**config.mk**
```make
export PLATFORM = sky130hd
export DESIGN_NAME = key_bit_entry
export DESIGN_NICKNAME = d
export VERILOG_FILES = /design/src/rtl/key_bit_entry.sv
export SDC_FILE = /design/constraint.sdc
export NUM_CORES = 1
export LEC_CHECK = 0
export BUFFER_PORTS_ARGS = -buffer_cell sky130_fd_sc_hd__buf_2
export CORE_UTILIZATION = 35
export DETAILED_ROUTE_END_ITERATION = 10
export HOLD_SLACK_MARGIN = 0.03
export SLEW_MARGIN = 30
export SYNTH_ARGS = -nofsm -noshare
export SYNTH_HDL_FRONTEND = slang
export SYNTH_SLANG_ARGS = --single-unit
```
**constraint.sdc**
```tcl
create_clock -name clk1 -period 4.4 [get_ports clk1]
set_clock_uncertainty 0.15 [all_clocks]
set_input_delay 0.44 -clock clk1 [delete_from_list [all_inputs] [get_ports clk1]]
set_output_delay 0.44 -clock clk1 [all_outputs]
set_load 0.01 [all_outputs]
```
**src/rtl/key_bit_entry.sv**
```systemverilog
// Purpose: turns two raw active-low buttons into serial bits plus a shift strobe, and counts pattern matches.
// Latency: a raw edge first captured at clock t+1 gives shift_en at clock t+3+DEB_CYCLES.
// Backpressure: none; the downstream display must accept every shift_en strobe.
//
// Ports:
//   clk1        system clock, rising edge
//   reset       asynchronous active-low reset
//   key0_n      raw button entering '0' (low = pressed, asynchronous)
//   key1_n      raw button entering '1' (low = pressed, asynchronous)
//   bit_out     last accepted bit, held until the next one
//   shift_en    one-cycle strobe per accepted bit
//   match       one-cycle pulse with shift_en when the newest PLEN bits equal PATTERN
//   match_count saturating number of matches since reset
module key_bit_entry #(
    parameter int                DEB_CYCLES = 16,
    parameter int                PLEN       = 4,
    parameter logic [PLEN-1:0]   PATTERN    = 4'b1011,
    parameter int                CNT_W      = 8
) (
    input  logic             clk1,
    input  logic             reset,
    input  logic             key0_n,
    input  logic             key1_n,
    output logic             bit_out,
    output logic             shift_en,
    output logic             match,
    output logic [CNT_W-1:0] match_count
);

    localparam int DW = (DEB_CYCLES > 2) ? $clog2(DEB_CYCLES) : 1;
    localparam int FW = $clog2(PLEN + 1);

    // Index 0 is key0, index 1 is key1.
    logic [1:0]          r_sync1;
    logic [1:0]          r_sync2;
    logic [1:0]          r_stable;
    logic [1:0]          r_stable_d;
    logic [DW-1:0]       r_deb_cnt [2];

    logic                r_bit;
    logic                r_shift;
    logic                r_match;
    logic [CNT_W-1:0]    r_count;
    logic [PLEN-1:0]     r_hist;
    logic [FW-1:0]       r_fill;

    logic [1:0]          w_raw;
    logic [1:0]          w_press;
    logic                w_acc0;
    logic                w_acc1;
    logic                w_acc;
    logic [PLEN-1:0]     w_hist_nxt;
    logic [FW-1:0]       w_fill_nxt;
    logic                w_match_nxt;

    assign w_raw = {key1_n, key0_n};

    // Press events are seen the cycle after the stable state falls, so the
    // other key's stable state in that cycle already reflects any press of it
    // in the same cycle; simultaneous presses therefore reject each other.
    assign w_press = r_stable_d & ~r_stable;
    assign w_acc0  = w_press[0] & r_stable[1];
    assign w_acc1  = w_press[1] & r_stable[0];
    assign w_acc   = w_acc0 | w_acc1;

    assign w_hist_nxt  = {r_hist[PLEN-2:0], w_acc1};
    assign w_fill_nxt  = (r_fill == FW'(PLEN)) ? r_fill : r_fill + 1'b1;
    // Fill gating keeps the reset-zeroed history from matching a pattern
    // that starts with zeros before PLEN real bits have arrived.
    assign w_match_nxt = (w_fill_nxt == FW'(PLEN)) && (w_hist_nxt == PATTERN);

    always_ff @(posedge clk1 or negedge reset) begin
        if (!reset) begin
            r_sync1    <= 2'b11;
            r_sync2    <= 2'b11;
            r_stable   <= 2'b11;
            r_stable_d <= 2'b11;
            for (int i = 0; i < 2; i++) begin
                r_deb_cnt[i] <= '0;
            end
        end else begin
            r_sync1    <= w_raw;
            r_sync2    <= r_sync1;
            r_stable_d <= r_stable;
            for (int i = 0; i < 2; i++) begin
                if (r_sync2[i] == r_stable[i]) begin
                    r_deb_cnt[i] <= '0;
                end else if (r_deb_cnt[i] == DW'(DEB_CYCLES - 1)) begin
                    r_stable[i]  <= r_sync2[i];
                    r_deb_cnt[i] <= '0;
                end else begin
                    r_deb_cnt[i] <= r_deb_cnt[i] + 1'b1;
                end
            end
        end
    end

    always_ff @(posedge clk1 or negedge reset) begin
        if (!reset) begin
            r_bit   <= 1'b0;
            r_shift <= 1'b0;
            r_match <= 1'b0;
            r_count <= '0;
            r_hist  <= '0;
            r_fill  <= '0;
        end else begin
            r_shift <= w_acc;
            r_match <= w_acc & w_match_nxt;
            if (w_acc) begin
                r_bit  <= w_acc1;
                r_hist <= w_hist_nxt;
                r_fill <= w_fill_nxt;
                if (w_match_nxt && (r_count != {CNT_W{1'b1}})) begin
                    r_count <= r_count + 1'b1;
                end
            end
        end
    end

    assign bit_out     = r_bit;
    assign shift_en    = r_shift;
    assign match       = r_match;
    assign match_count = r_count;

endmodule

```
==> metrics.md <==
| Metric | Value |
|---|---|
| Status | finished clean |
| Critical-path cell list | inv_1, ha_1, or3b_1, a31o_2, nand3b_4, nor3_1, xor2_1 |
| Critical path's top delay family | simple AND/OR/NAND/NOR gates |
| Filler cell count | 354 |
| Mapped Nets | 117 |
| Max Cap Viol | 0 |
| Setup TNS | 0 ps |
| Placer Congestion | 0.786 |
| H-tree depth | 2 |
| DRC | 0 |
| Relative slew slack | 54.4% |
| Critical path depth | 7 |
| Layout net count | about 140 |
| Crit-path max cell delay | 430 ps |
| CTS tree | built |
| Pwr Total | 593 uW |
| Commonest cells post-synth | dfrtp_1 (24), dfstp_2 (8), xnor2_1 (7) |
| Io pins | 15 |
| Yosys top cell area share | a little over two fifths |
| Antenna viol nets, final | 0 |
| Top cell type by total area after synthesis | dfrtp_1 |
| LEAKAGE | about 0.77 nW |
| Number of synthesized flops with an enable pin | 0 |
| Final worst-path setup slack | 2190 ps |
| Antenna diodes | 0 |
| Die Area | 4180 sq um |
| Sequential fraction of the synthesis area | 59.1% |
| Initial core utilization | 36.9% |
| Flops & latches, synth | 32 |
| Wire per inst | 12.4 um |
| GRT Util Overall | 12.5% |
| Drt pass-1 iters | 2 |
| Reg2reg start | r_fill[0] |
| CP Class | reg2reg |
| Fin util | 43.3% |
| Final Max Tran Viols | 0 |
| Unrepaired setup endpoints after global routing | no |
| Critical Path RT | 4450 ps |
| Worst-margin pin slew | 684 ps |
| Synth warnings | 0 |
| Final setup vio count | 0 |
| Area delta synth->final | 17.3% |
| Main flop type after synthesis | dfrtp_1 |
| Startpoint class of the critical path | register |
| Pre-CTS setup slack | 2200 ps |
| Clock root buffer | clkbuf_8 |
| Initial antenna violation count | 0 |
| Number of global-route vias before repair | 861 |
| Synth async-reset ratio | 100% |
| DP Area | 1500 sq um |
| Unique cell type count in the Yosys netlist | 30 |
| Crit path max-delay cell type | dfrtp_1 |
| Critical path endpoint | match_count[5] |
| Die Width | 64.6 um |
| Reg2reg path depth | 7 |
| Mean area per synthesized cell | 12.7 sq um |
| Fraction of layout cells with a size suffix above 1 | between 30% and 40% |
| Crit-path max FO | 6 |
| Final instance area | 1610 sq um |
| TritonCTS Sinks | 32 |
| Gate Count Post-Synth | around 110 |
| Minimum clock period | 2210 ps |
| Largest cells by area after synthesis | dfrtp_1 (44%), dfstp_2 (15%), mux2_2 (4.9%) |
| CTS Buf Count | 5 |
| Final hold violations | 0 |
| Post-CTS Resized | 0 |
| Final HPWL DP | 1610 um |
| Placeable Area | between 3000 and 4000 sq um |
| Gr ovfl total | 0 |
| Buf/Inv on CP | 1 |
| Largest net degree at the start of global routing | 33 |
| Via-to-Cell Ratio | around 4.8 |
| Most frequent cell after synthesis | dfrtp_1 |
| Period utilization | 50.3% |
| Final wirelength | 2210 um |
| WP data arrival | 2260 ps |
| Std-Cell Rows | 22 |
| Port bufs | 14 |
| Post-synth design cell area | 1370 sq um |
| 1st-iter DRT viols | 21 |
| Clock slew at reported path FFs | 60 ps |
| Die H | 64.6 um |
| CP endpoint kind | register |
| Vias post-DR | 851 |
| CP Launch Point | r_fill[0] |
| PwrDens | 368 nW/um^2 |
| Reg2reg setup slack | 2190 ps |
| Clk_lat worst skew | 280 ps |
| Cts hold-fix bufs | 0 |
| First-pass GRT wire length | 3860 um |
| Setup bufs post-CTS | 0 |
| Class of the most critical hold timing path | in2async |
| CTS Buffer Depth | 2 |
| Reg-to-reg endpoint | match_count[5] |
| Top achievable clock speed | 452 MHz |
| Maximum vdd ir drop | 182 uV |
worst register-to-register path: stages, from the launching register on:
cell and delay, ps:
dfrtp_1 430, inv_1 70, ha_1 230, or3b_1 390, a31o_2 250, nand3b_4 210
nor3_1 240, xor2_1 180
layout make-up:
class                      instances  area (sq um)  area share (%)
clock inverter                     2          35.0            2.18
clock buffer                       6          72.6            4.51
timing repair buffer              14          70.1            4.35
sequential                        32           811            50.3
tap                               48          60.1            3.73
inverter                           4          15.0           0.932
multi-input combinational         72           547            34.0
placed cells by master (no fill, tap or decap), types with 5 or more instances in the layout:
cell type,Yosys,layout
dfstp_2,8,8
dfrtp_1,24,24
a21oi_1,5,5
xnor2_1,7,7
mux2_2,6,6
nand3_1,6,6
ha_1,5,5
nand2_1,6,6
clkbuf_8,0,5
buf_2,0,14
per-stage QoR:
stage                     hold slack [ps]  instances
after global routing                 90.4        178
after detailed placement              198        170
after CTS                            64.8        178
after floorplan                     -5.59        108
after global placement                197        170
final                                50.5        178
report_power, final:
group	internal (mW)	total (mW)	switching [mW]
combinational	0.00743	0.0180	0.0105
clock	0.168	0.267	0.0989
sequential	0.303	0.308	0.00567
total	0.478	0.593	0.115
sequential cells by signal (all words and copies together), names as in the netlist:
name and count:
match_count 8, r_deb_cnt 8, r_fill 3, r_hist 3, r_stable 2, r_stable_d 2
r_sync1 2, r_sync2 2, match 1, shift_en 1
logic make-up after synthesis:
family / Yosys count / share of synthesized area (%)
AOI/OAI and AO/OA: 15 / 6.38
xor gates and xnor gates: 11 / 7.02
adders and majority gates: 5 / 4.56
buffers and inverters: 4 / 1.09
DFF: 32 / 59.1
muxes: 6 / 4.92
and+or+nand+nor: 35 / 17.0
routing by layer:
| layer | up-vias | part of all wire (%) | track usage, % |
|---|---|---|---|
| li1 | 422 | - | - |
| met1 | 412 | 47 | 14.7 |
| met2 | 15 | 48 | 20.3 |
| met3 | 2 | 4.6 | 5.81 |
| met4 | 0 | 0.86 | 4.17 |
| met5 | - | 0 | 0 |
how the worst min path moves through the flow:
stage	from	to	slack (ps)
5_1_grt	key0_n	r_sync1[0]	90
6_report	reset	r_deb_cnt[3]	50
3_3_place_gp	r_sync1[1]	r_sync2[1]	200
4_1_cts	reset	r_deb_cnt[3]	60
3_5_place_dp	r_sync1[0]	r_sync2[0]	200
2_1_floorplan	reset	match	-6
Note: power is estimated with default switching activity, not from simulation.
